--- src/rtl/fwd_sb_pkg.sv ---
// Shared types and helpers for the forwarding scoreboard.
package fwd_sb_pkg;

    localparam int unsigned RD_W   = 16;
    localparam int unsigned SEL_RF = 0;

    // rd is stored zero-extended to RD_W so the struct is independent of ADDR_W
    typedef struct packed {
        logic            valid;
        logic [RD_W-1:0] rd;
        logic            regwrite;
        logic            load;
    } fwd_entry_t;

    function automatic int unsigned sel_width(input int unsigned depth);
        return $clog2(depth + 1);
    endfunction

endpackage

--- src/rtl/fwd_sb_match.sv ---
// Priority comparator for one EX source operand against the post-EX stage entries.
module fwd_sb_match
    import fwd_sb_pkg::*;
#(
    parameter int unsigned ADDR_W = 5,
    parameter int unsigned DEPTH  = 3,
    parameter int unsigned SEL_W  = 2
) (
    input  fwd_entry_t [DEPTH-1:0] entries_i,
    input  logic [ADDR_W-1:0]      src_i,
    input  logic                   use_i,
    input  logic                   ex_valid_i,
    input  logic                   flush_i,
    output logic [SEL_W-1:0]       sel_c_o,
    output logic                   load_use_c_o
);

    logic [SEL_W-1:0] lowest_c;

    // Scan oldest to youngest so the youngest matching producer ends up selected
    always_comb begin
        lowest_c = SEL_W'(SEL_RF);
        for (int s = int'(DEPTH) - 1; s >= 0; s--) begin
            if (entries_i[s].valid && entries_i[s].regwrite &&
                (entries_i[s].rd == RD_W'(src_i)) && (src_i != '0) &&
                use_i && ex_valid_i) begin
                lowest_c = SEL_W'(s + 1);
            end
        end
    end

    assign load_use_c_o = (lowest_c == SEL_W'(1)) && entries_i[0].load && !flush_i;
    assign sel_c_o      = (flush_i || load_use_c_o) ? SEL_W'(SEL_RF) : lowest_c;

endmodule

--- src/rtl/fwd_scoreboard.sv ---
// Operand forwarding / load-use scoreboard for the EX stage.
// Optional statistics counters are enabled with `define FWD_SB_STATS_EN.
module fwd_scoreboard
    import fwd_sb_pkg::*;
#(
    parameter int unsigned ADDR_W = 5,
    parameter int unsigned DEPTH  = 3,
    parameter int unsigned NSRC   = 2,
    localparam int unsigned SEL_W = sel_width(DEPTH)
) (
    input  logic                    Clk,
    input  logic                    Reset,
    input  logic                    ex_valid,
    input  logic [ADDR_W-1:0]       ex_rd,
    input  logic                    ex_regwrite,
    input  logic                    ex_load,
    input  logic [NSRC*ADDR_W-1:0]  ex_src_addr,
    input  logic [NSRC-1:0]         ex_src_use,
    input  logic                    flush,
    input  logic                    ext_hold,
    output logic [NSRC*SEL_W-1:0]   fwd_sel,
    output logic                    stall
`ifdef FWD_SB_STATS_EN
    ,
    output logic [31:0]             stat_stall_cnt,
    output logic [31:0]             stat_fwd_cnt
`endif
);

    fwd_entry_t [DEPTH-1:0] entries_q, entries_d;
    logic [NSRC-1:0]        load_use_c;

    for (genvar k = 0; k < int'(NSRC); k++) begin : g_src
        fwd_sb_match #(
            .ADDR_W (ADDR_W),
            .DEPTH  (DEPTH),
            .SEL_W  (SEL_W)
        ) u_match (
            .entries_i    (entries_q),
            .src_i        (ex_src_addr[k*ADDR_W +: ADDR_W]),
            .use_i        (ex_src_use[k]),
            .ex_valid_i   (ex_valid),
            .flush_i      (flush),
            .sel_c_o      (fwd_sel[k*SEL_W +: SEL_W]),
            .load_use_c_o (load_use_c[k])
        );
    end

    assign stall = ex_valid && !flush && (|load_use_c);

    // Advance the stage mirror; a stalled or flushed EX slot enters as a bubble
    always_comb begin
        entries_d = entries_q;
        if (!ext_hold) begin
            for (int s = int'(DEPTH) - 1; s >= 1; s--) begin
                entries_d[s] = entries_q[s-1];
            end
            entries_d[0] = '0;
            if (ex_valid && !flush && !stall) begin
                entries_d[0].valid    = 1'b1;
                entries_d[0].rd       = RD_W'(ex_rd);
                entries_d[0].regwrite = ex_regwrite;
                entries_d[0].load     = ex_load;
            end
        end
    end

    always_ff @(posedge Clk) begin
        if (Reset) begin
            entries_q <= '0;
        end else begin
            entries_q <= entries_d;
        end
    end

`ifdef FWD_SB_STATS_EN
    logic [31:0] stall_cnt_q, stall_cnt_d;
    logic [31:0] fwd_cnt_q, fwd_cnt_d;

    // Saturating event counters, frozen while the pipeline is held
    always_comb begin
        stall_cnt_d = stall_cnt_q;
        fwd_cnt_d   = fwd_cnt_q;
        if (!ext_hold) begin
            if (stall && (stall_cnt_q != '1)) begin
                stall_cnt_d = stall_cnt_q + 32'd1;
            end
            if ((fwd_sel != '0) && (fwd_cnt_q != '1)) begin
                fwd_cnt_d = fwd_cnt_q + 32'd1;
            end
        end
    end

    always_ff @(posedge Clk) begin
        if (Reset) begin
            stall_cnt_q <= '0;
            fwd_cnt_q   <= '0;
        end else begin
            stall_cnt_q <= stall_cnt_d;
            fwd_cnt_q   <= fwd_cnt_d;
        end
    end

    assign stat_stall_cnt = stall_cnt_q;
    assign stat_fwd_cnt   = fwd_cnt_q;
`endif

endmodule

--- config.mk ---
export PLATFORM = sky130hd
export DESIGN_NAME = fwd_scoreboard
export DESIGN_NICKNAME = d
export VERILOG_FILES = /design/src/rtl/fwd_sb_pkg.sv /design/src/rtl/fwd_sb_match.sv /design/src/rtl/fwd_scoreboard.sv
export SDC_FILE = /design/constraint.sdc
export NUM_CORES = 1
export LEC_CHECK = 0
export ABC_AREA = 1
export CORE_ASPECT_RATIO = 0.7
export CORE_MARGIN = 2
export CORE_UTILIZATION = 42
export CTS_BUF_LIST = sky130_fd_sc_hd__clkbuf_4 sky130_fd_sc_hd__clkbuf_8
export DETAILED_ROUTE_END_ITERATION = 6
export PLACE_DENSITY = 0.67
export SLEW_MARGIN = 15
export SYNTH_ARGS = -nofsm -noshare
export SYNTH_HDL_FRONTEND = slang
export SYNTH_SLANG_ARGS = --single-unit
--- constraint.sdc ---
create_clock -name Clk -period 4.5 [get_ports Clk]
set_clock_uncertainty 0.1 [all_clocks]
set_input_delay 1.125 -clock Clk [delete_from_list [all_inputs] [get_ports Clk]]
set_output_delay 1.125 -clock Clk [all_outputs]
set_load 0.03 [all_outputs]
==> results by group, run 1 <==
Placed design
  • GPL Wtd Cong: 0.923
  • Placed Area: 0.00169 sq mm
  • Placed insts: about 260
  • Setup slack at placement: 0.106 ns
  • I/O Buffers: 28
  • Detailed placement HPWL: 2.74 mm

Timing
  • Min Tclk post-route: roughly 4.4 ns
  • Slew @ Worst Pin: 0.911 ns
  • Final setup margin: approximately 0.12 ns
  • Slew headroom: between 30% and 40%
  • F_max: ~230 MHz
  • WHS: about 0.37 ns
  • Setup TNS: 0 ns
  • Tcrit/Tclk final: between 90 and 100%
  • Max Slew Vio Count: 0
  • Final Hold Fails: 0
  • Final setup vio count: 0

Detailed routing
  • First DRT Iteration DRCs: between 80 and 90
  • Vias per Instance: a little over 5
  • Remaining DRCs: 0
  • Routed Antenna Nets: 0
  • Total Wirelength: around 3.7 mm
  • TritonRoute pass-1 iters: 4
  • Vias: around 1,400
  • Mean routed wirelength per cell: 13.9 um

Clock tree
  • Max clock buf depth: 2
  • Clock root buffer: clkbuf_8
  • CTS buffer count: 3
  • H-tree levels: 1
  • Post-CTS setup repair buffer count: 0
  • Worst-skew pair later-pin latency: 0.27 ns
  • Clock slew at reported path FFs: ~0.080 ns
  • Resize count post-CTS: 0
  • Hold buffers post-CTS: 0
  • CTS tree: yes
  • CTS sink count: 22

Logic synthesis
  • Synth Warn #: 0
  • Synthesized Nets: approximately 230
  • Post-Synthesis Cells: about 200
  • Asr flop ratio synth: 0%
  • Top-count cell post-synth: nand2_1
  • Mapped cell area: between 0.001 and 0.0015 sq mm
  • #FFs+latches synth: 22
  • Post-synth EDFFs: 0
  • Syn_area_per_cell: between 7 and 8 sq um
  • Synth area leader: dfxtp_1
  • Synth cell types: 24
  • Register area share after synthesis: just over 30%
  • Predominant post-synthesis flop cell: dfxtp_1
  • Synth top area share: between 30% and 40%
  • Commonest cells post-synth: nand2_1 (59), dfxtp_1 (22), a21oi_1 (21)
  • Area contributors post-synth: dfxtp_1 (31%), nand2_1 (16%), xnor2_1 (10%)

Floorplan
  • I/O pin cnt: 29
  • Starting Density: between 40% and 50%
  • Die area: between 0.003 and 0.004 sq mm
  • Core box area: about 0.0032 sq mm
  • Row count: 17
  • Die Span Y: around 53 um
  • Die X: roughly 74 um

GRT
  • Total gr overflow: 0
  • Layer with the highest usage: met1
  • First-pass GRT wire length: around 6 mm
  • Met3 Track Usage GR: 5.00%
  • Vias in the first global route: ~1,200
  • Largest net degree at the start of global routing: 26
  • Total GRT Usage: about a fifth
  • Met1 usage: approximately a third
  • Initial antenna violation count: 0
  • Met2 Use GR: roughly 30%

Worst setup path
  • Critical setup path kind: in -> out
  • Cell chain of the critical path: clkdlybuf4s50_1 > nor2_1 > nand2_1 > nor2_2 > nor3_1 > nand4_1 > nor2b_1 > nor2_1 > clkdlybuf4s50_1
  • Critical path's largest stage delay: about 0.67 ns
  • Data arrival, critical path: between 3 and 4 ns
  • Worst path slowest cell: clkdlybuf4s50_1
  • Worst-path fanout max: 4
  • Worst EP required: approximately 3.3 ns
  • Crit start category: primary input
  • Worst reg2reg startpoint: entries_q[4]$_SDFFE_PP0N_
  • RR Endpoint: entries_q[0]$_SDFFE_PP0N_
  • R2r setup slk: 2.94 ns
  • Cells on worst reg2reg path: 6
  • Worst setup EP type: output port

Finish
  • Final-layout fill cell count: approximately 330
  • Top reg by flops: entries_q
  • Finished Layout Cells: roughly 270
  • Largest register FFs: 22
  • Nets: 252
  • Finished Cell Area: around 0.0018 sq mm
  • Share of cells above drive strength 1: 9.69%
  • Final Util: 55.3%
  • Antenna fix cells: 0
  • Area Growth Syn to Fin: 24.1%
  • Largest registers: entries_q x22

Power and ir drop
  • Flop pwr share: approximately 44%
  • Combinational power share: 15.9%
  • Net Sw Power: roughly 0.12 mW
  • Internal Power: roughly 0.36 mW
  • Net Sw Frac: between 20% and 30%
  • Power density over the cells: roughly 270 mW/mm^2
  • Clock power share: 40.3%
  • Total power: about 0.47 mW
  • Leak: 0.645 nW
  • VDD IR-drop max: 0.176 mV

Min path
  • Hold Path Depth: 2
  • Hold path endpoint: entries_q[56]$_SDFFE_PP0N_
  • Hold_sp: entries_q[56]$_SDFFE_PP0N_
  • Hold crit path type: reg -> reg

Status
  • Status: complete, no violations

Flow run
  • Max-Cap Viols: 0
## cells in the final DEF (no fill, tap or decap)
| cell type | n |
|---|---|
| nor2b_1 | 1 |
| nor3_1 | 3 |
| nand3_4 | 2 |
| dlymetal6s2s_1 | 3 |
| nand4_1 | 9 |
| clkdlybuf4s50_1 | 25 |
| xor2_1 | 4 |
| inv_2 | 4 |
| nand3_1 | 6 |
| inv_1 | 11 |
| nor2_4 | 1 |
| nor2_1 | 15 |
| nand2_1 | 59 |
| dfxtp_1 | 22 |
| nor2_2 | 6 |
| bufinv_16 | 1 |
| a21oi_2 | 3 |
| nand2_2 | 2 |
| a21oi_1 | 21 |
| o22ai_1 | 2 |
| a211oi_1 | 7 |
| xnor2_1 | 17 |
| clkbuf_8 | 3 |
## power by group through the flow
stage / logic, mW / registers (mW) / clock network [mW]
after floorplan: 0.0442 / 0.209 / 0
after global placement: 0.0748 / 0.211 / 0
after detailed placement: 0.0741 / 0.211 / 0
after CTS: 0.0745 / 0.206 / 0.196
after global routing: 0.0829 / 0.207 / 0.204
final: 0.0747 / 0.206 / 0.190
## per-layer routing
layer  up-vias  share of wire [%]
li1        709                  -
met1       603                 53
met2        44                 40
met3         0                7.4
met4         0                  0
met5         -                  0
## logic make-up after synthesis
family | Yosys count | share of synthesized area, %
buffers and inverters | 21 | 8.44
AND/OR/NAND/NOR | 104 | 33.9
XOR/XNOR | 21 | 12.9
flip-flops | 22 | 31.0
AO/OA/AOI/OAI | 33 | 13.8
## worst max path at each step
stage	from	end	slack (ns)	cells after the start
finish	ex_src_addr[2]	fwd_sel[1]	0.12	9
global route	ex_src_addr[2]	fwd_sel[1]	-0.03	9
floorplan	ex_src_addr[2]	fwd_sel[0]	1.15	7
global placement	ex_src_addr[2]	fwd_sel[1]	0.04	9
CTS	ex_valid	fwd_sel[0]	0.1	8
detailed placement	ex_src_addr[7]	fwd_sel[2]	0.11	10
## critical path, delay by kind of cell
kind | cells | cell delay, ns
buffers and inverters | 2 | 1.24
and+or+nand+nor | 7 | 0.78
## cell type report
class                           instances  area [sq um]  area share [%]
Inverter                               15          56.3            3.19
Clock inverter                          1          30.0            1.70
Sequential cell                        22           440            24.9
Multi-Input combinational cell        158           862            48.8
Clock buffer                            3          41.3            2.34
Tap cell                               38          47.5            2.69
Timing Repair Buffer                   28           288            16.3
No activity file was read; power rests on OpenSTA's default activity.
==> run 2, diff against run 1 <==
REMOVE_ABC_BUFFERS = 1   (was default)
clock period = 5.4 ns   (was 4.5 ns; I/O delays follow)
==> run 2 against run 1 <==
  * Hold slack improved by 0.0032 ns
  * Cell count increased by 0.38%
  * Sequential power is 17% lower
  * Setup slack improved by 0.38 ns
  * Count of clock-buffer cells in the layout increased by 1
  * Largest power group unchanged
  * Critical path type unchanged
  * First-iteration DRC count up 51%
  * Combinational power fell by 15%
  * Total power down 24%
==> results by group, run 2 (same netlist as run 1, synthesis figures left out) <==
Timing
  • Slew headroom: between 40% and 50%
  • Final Hold Fails: 0
  • RSZ-0062 raised after global routing: false
  • Final setup vio count: 0
  • Final setup margin: 0.506 ns
  • WHS: ~0.37 ns
  • Max Slew Vio Count: 0
  • F_max: 204 MHz
  • Slew @ Worst Pin: 0.839 ns
  • Setup TNS: 0 ns
  • Min Tclk post-route: 4.89 ns
  • Tcrit/Tclk final: between 90% and 100%

Placed design
  • I/O Buffers: 28
  • GPL Wtd Cong: 0.951
  • Setup slack at placement: 0.553 ns
  • Detailed placement HPWL: 2.82 mm

Power and ir drop
  • Total power: roughly 0.36 mW
  • Flop pwr share: between 40 and 50%
  • Net Sw Frac: approximately a quarter
  • VDD IR-drop max: ~0.11 mV
  • Power density over the cells: slightly above 200 mW/mm^2
  • Internal Power: about 0.26 mW
  • Clock power share: about a third
  • Combinational power share: 17.9%
  • Leak: 0.586 nW
  • Net Sw Power: around 0.094 mW

Finish
  • Final-layout fill cell count: 333
  • Share of cells above drive strength 1: between 10% and 20%
  • Multi-input gate area: roughly 860 sq um
  • Antenna fix cells: 0
  • Top reg by flops: entries_q
  • Nets: about 250
  • Largest register FFs: 22
  • Most frequent cells in the layout: nand2_1 (59), clkdlybuf4s50_1 (28), dfxtp_1 (22), a21oi_1 (21), xnor2_1 (17)
  • Register area: roughly 440 sq um
  • Largest registers: entries_q x22
  • Commonest non-fill, non-tap cell in the layout: nand2_1
  • Area Growth Syn to Fin: 23.0%

Clock tree
  • Hold buffers post-CTS: 0
  • Max clock buf depth: 2
  • H-tree levels: 1
  • Worst-skew pair later-pin latency: 0.26 ns
  • Clock slew at reported path FFs: ~0.08 ns
  • CTS buffer count: 3
  • CTS sink count: 22
  • Post-CTS setup repair buffer count: 0
  • Clock root buffer: clkbuf_8
  • Resize count post-CTS: 0
  • CTS tree: yes

Worst setup path
  • Critical path's largest stage delay: 0.70 ns
  • Crit start category: primary input
  • Cell chain of the critical path: clkdlybuf4s50_1 > nand2_1 > nor2_1 > nand4_1 > nor3_1 > nand2_1 > a21oi_1 > clkdlybuf4s50_1
  • Cells on worst reg2reg path: 6
  • Worst path slowest cell: clkdlybuf4s50_1
  • Worst reg2reg startpoint: entries_q[3]$_SDFFE_PP0N_
  • Critical setup path kind: in -> out
  • Worst EP required: 3.95 ns
  • RR Endpoint: entries_q[2]$_SDFFE_PP0N_
  • Worst setup EP type: output port
  • Worst-path fanout max: 4
  • R2r setup slk: around 4 ns
  • Data arrival, critical path: 3.44 ns

Detailed routing
  • Total Wirelength: 3.61 mm
  • TritonRoute pass-1 iters: 5
  • Vias per Instance: around 5.2
  • Routed Antenna Nets: 0
  • First DRT Iteration DRCs: 131
  • Mean routed wirelength per cell: around 14 um
  • Vias: about 1,400
  • Remaining DRCs: 0

GRT
  • Total gr overflow: 0
  • First-pass GRT wire length: approximately 6.1 mm
  • Vias in the first global route: around 1,300
  • Total GRT Usage: between 20% and 30%
  • Initial antenna violation count: 0
  • Largest net degree at the start of global routing: 23

Min path
  • Hold_sp: entries_q[56]$_SDFFE_PP0N_
  • Hold Path Depth: 2
  • Hold path endpoint: entries_q[56]$_SDFFE_PP0N_
  • Hold crit path type: reg -> reg

Floorplan
  • Row count: 17
  • Starting Density: about 45%
  • Die X: between 70 and 80 um
  • Core box area: ~0.0032 sq mm
  • Die Span Y: 52.7 um
  • Die area: approximately 0.0039 sq mm
  • I/O pin cnt: 29

Flow run
  • Max-Cap Viols: 0

Status
  • Status: complete, no violations
==> run 2: changes by cell type in the layout (fill, tap and decap cells not counted) <==
cell	before	now
clkdlybuf4s50_1	25	28
dlymetal6s2s_1	3	0
buf_4	0	1
bufinv_16	1	0
clkbuf_8	3	4
==> run 2: power by group through the flow <==
stage	Combinational (mW)	Clock (mW)	Sequential, mW
after global routing	0.0706	0.131	0.173
after detailed placement	0.0631	0	0.176
after global placement	0.0633	0	0.176
final	0.0637	0.121	0.172
after floorplan	0.0296	0	0.174
after CTS	0.0635	0.122	0.172
==> run 2: worst max path at each step <==
stage	depth (start not counted)	start	endpoint	slack [ns]
after detailed placement	10	ex_src_addr[8]	fwd_sel[3]	0.55
after global placement	10	ex_src_addr[5]	fwd_sel[3]	0.52
after CTS	10	ex_src_addr[8]	fwd_sel[3]	0.53
after global routing	9	ex_src_addr[8]	fwd_sel[2]	0.37
final	8	ex_valid	fwd_sel[0]	0.51
after floorplan	7	ex_src_addr[2]	fwd_sel[0]	1.60
==> run 2: per-layer routing <==
metal	GRT usage (%)	vias to the layer above	wire length (um)
met2	30.8	53	1410
li1	-	711	-
met1	31.5	609	1890
met5	0	-	0
met3	4.42	2	309
met4	3.33	0	4
==> run 2: cell type report <==
cell class                 instances  area share [%]
clock buffer                       4            3.15
inverter                          15            3.22
multi-input combinational        158            49.3
sequential                        22            25.2
tap                               38            2.72
timing repair buffer              29            16.5
==> run 2: metrics by stage <==
step,instance area [sq um],util [%],instances
floorplan,1360,-,195
global placement,1690,53.1,262
detailed placement,1690,53.1,262
CTS,1750,54.8,266
global route,1750,54.8,266
finish,1750,54.8,266
==> run 2: critical path: cells and delay by family <==
kind / cells / cell delay, ns
and+or+nand+nor: 5 / 0.65
buffers and inverters: 2 / 1.28
AOI/OAI and AO/OA: 1 / 0.16
==> run 3, diff against run 2 <==
CELL_PAD_IN_SITES_DETAIL_PLACEMENT = 0   (was default)
CELL_PAD_IN_SITES_GLOBAL_PLACEMENT = 1   (was default)
CORE_UTILIZATION = 39   (was 42)
PLACE_DENSITY = default   (was 0.67)
PLACE_DENSITY_LB_ADDON = 0.1   (was default)
==> run 3 against run 2 <==
  * Highest routed layer unchanged
  * Cell count increased by 4.1%
  * Clock power increased by 31%
  * Core utilization decreased by 4.4 points
  * Largest cell class unchanged
  * Non-clock buffer count decreased by 1
  * Sequential share of layout area decreased by 0.34 points
  * Largest power group unchanged
==> results by group, run 3 (same netlist as run 1, synthesis figures left out) <==
Status
  • Status: complete, no violations

Power and ir drop
  • VDD IR-drop max: roughly 0.095 mV
  • Power density over the cells: 221 mW/mm^2
  • Leak: approximately 0.59 nW

Clock tree
  • Clock root buffer: clkbuf_8
  • CTS sink count: 22
  • Resize count post-CTS: 0
  • CTS buffer count: 3
  • CTS tree: yes
  • Clock slew at reported path FFs: roughly 0.08 ns
  • H-tree levels: 1
  • Worst-skew pair later-pin latency: between 0.2 and 0.3 ns
  • Hold buffers post-CTS: 0
  • Post-CTS setup repair buffer count: 0
  • Max clock buf depth: 2

Timing
  • F_max: between 200 and 250 MHz
  • Slew headroom: about two fifths
  • Slew @ Worst Pin: about 0.88 ns
  • Final setup vio count: 0
  • Max Slew Vio Count: 0
  • Tcrit/Tclk final: between 90% and 100%
  • Final Hold Fails: 0
  • Final setup margin: 0.425 ns
  • Min Tclk post-route: roughly 5.0 ns
  • Setup TNS: 0 ns
  • RSZ-0062 raised after global routing: false

Placed design
  • Placed insts: 273
  • Detailed placement HPWL: just under 3 mm
  • GPL Wtd Cong: between 0.8 and 0.9
  • I/O Buffers: 28
  • Setup slack at placement: ~0.45 ns
  • Placed Area: between 0.0015 and 0.002 sq mm

Worst setup path
  • Crit start category: primary input
  • Critical setup path kind: in -> out
  • Worst setup EP type: output port
  • Cell chain of the critical path: clkdlybuf4s50_1 > nand2_1 > nor2_1 > nand4_1 > nor3_1 > nand2_1 > a21oi_1 > clkdlybuf4s50_1
  • Worst-path fanout max: 4
  • Data arrival, critical path: around 3.5 ns
  • Critical path buffer and inverter count: 2
  • Worst path slowest cell: clkdlybuf4s50_1
  • Top delay family on crit path: buffers and inverters
  • Worst EP required: 3.95 ns
  • Critical path's largest stage delay: 0.70 ns

Finish
  • Finished Layout Cells: between 200 and 300
  • Antenna fix cells: 0
  • Area Growth Syn to Fin: 24.6%
  • Largest registers: entries_q x22
  • Largest register FFs: 22
  • Share of cells above drive strength 1: 9.69%
  • Final-layout fill cell count: between 300 and 400
  • Top reg by flops: entries_q
  • Final Util: about 50%
  • Finished Cell Area: approximately 0.0018 sq mm
  • Nets: 252
  • Commonest non-fill, non-tap cell in the layout: nand2_1
  • Most frequent cells in the layout: nand2_1 (59), clkdlybuf4s50_1 (28), dfxtp_1 (22), a21oi_1 (21), xnor2_1 (17)

Flow run
  • Max-Cap Viols: 0

Floorplan
  • Core box area: approximately 0.0035 sq mm
  • Starting Density: approximately 40%
  • Row count: 18
  • Die X: 76.2 um
  • I/O pin cnt: 29
  • Die area: 0.00415 sq mm
  • Die Span Y: 54.5 um

GRT
  • Largest net degree at the start of global routing: 26
  • First-pass GRT wire length: 6.09 mm
  • Total GRT Usage: approximately a fifth
  • Total gr overflow: 0
  • Vias in the first global route: between 1,000 and 1,500
  • Initial antenna violation count: 0

Detailed routing
  • Routed Antenna Nets: 0
  • Vias per Instance: a little under 5
  • TritonRoute pass-1 iters: 4
  • Mean routed wirelength per cell: about 13 um
  • Remaining DRCs: 0
  • Total Wirelength: 3.72 mm
  • Vias: about 1,400
  • First DRT Iteration DRCs: 68

Min path
  • Hold crit path type: reg -> reg
run 3: changes by cell type in the layout (fill, tap and decap cells not counted), sizes merged:
cell	delta
buf	-1
bufinv	+1
clkbuf	-1
run 3: final timing paths:
check                             start                          to  slack (ns)  depth (start not counted)
max                            ex_valid                  fwd_sel[0]        0.43                          8
min          entries_q[39]$_SDFFE_PP0N_  entries_q[39]$_SDFFE_PP0N_        0.37                          2
max reg2reg   entries_q[4]$_SDFFE_PP0N_   entries_q[5]$_SDFFE_PP0N_        3.81                          6
min reg2reg  entries_q[39]$_SDFFE_PP0N_  entries_q[39]$_SDFFE_PP0N_        0.37                          2
run 3: layer usage:
| layer | part of all wire [%] | vias to the layer above | wire [um] | track usage, % |
|---|---|---|---|---|
| li1 | - | 707 | - | - |
| met1 | 48 | 608 | 1790 | 25.8 |
| met2 | 45 | 31 | 1680 | 33.2 |
| met3 | 5.7 | 4 | 213 | 3.96 |
| met4 | 1.1 | 0 | 40 | 5.45 |
| met5 | 0 | - | 0 | 0 |
run 3: final cells by class:
cell class              instances  area [sq um]  share of cell area [%]
multi-input cells             158           862                    48.6
flip-flops and latches         22           440                    24.8
repair buffers                 28           280                    15.8
well taps                      50          62.6                    3.53
inverters                      15          56.3                    3.18
clock buffers                   3          41.3                    2.33
clock inverters                 1          30.0                    1.69
run 3: where the power goes:
group          switching (mW)  total [mW]  internal (mW)
Sequential            0.00549       0.172          0.167
Clock                  0.0584       0.158         0.0992
Combinational          0.0317      0.0621         0.0305
Total                  0.0956       0.392          0.296
run 3: worst reg2reg max path, stage by stage (launching register included):
cell and delay (ns):
dfxtp_1 0.48, xnor2_1 0.15, nand2_1 0.10, nor2_2 0.19
nand3_4 0.16, nand4_1 0.17, a21oi_1 0.09
run 3: stage by stage:
| step | hold slack [ns] | power [mW] |
|---|---|---|
| final | 0.368 | 0.392 |
| after global routing | 0.393 | 0.410 |
| after CTS | 0.370 | 0.396 |
| after detailed placement | 0.357 | 0.238 |
| after global placement | 0.356 | 0.237 |
| after floorplan | 0.337 | 0.204 |
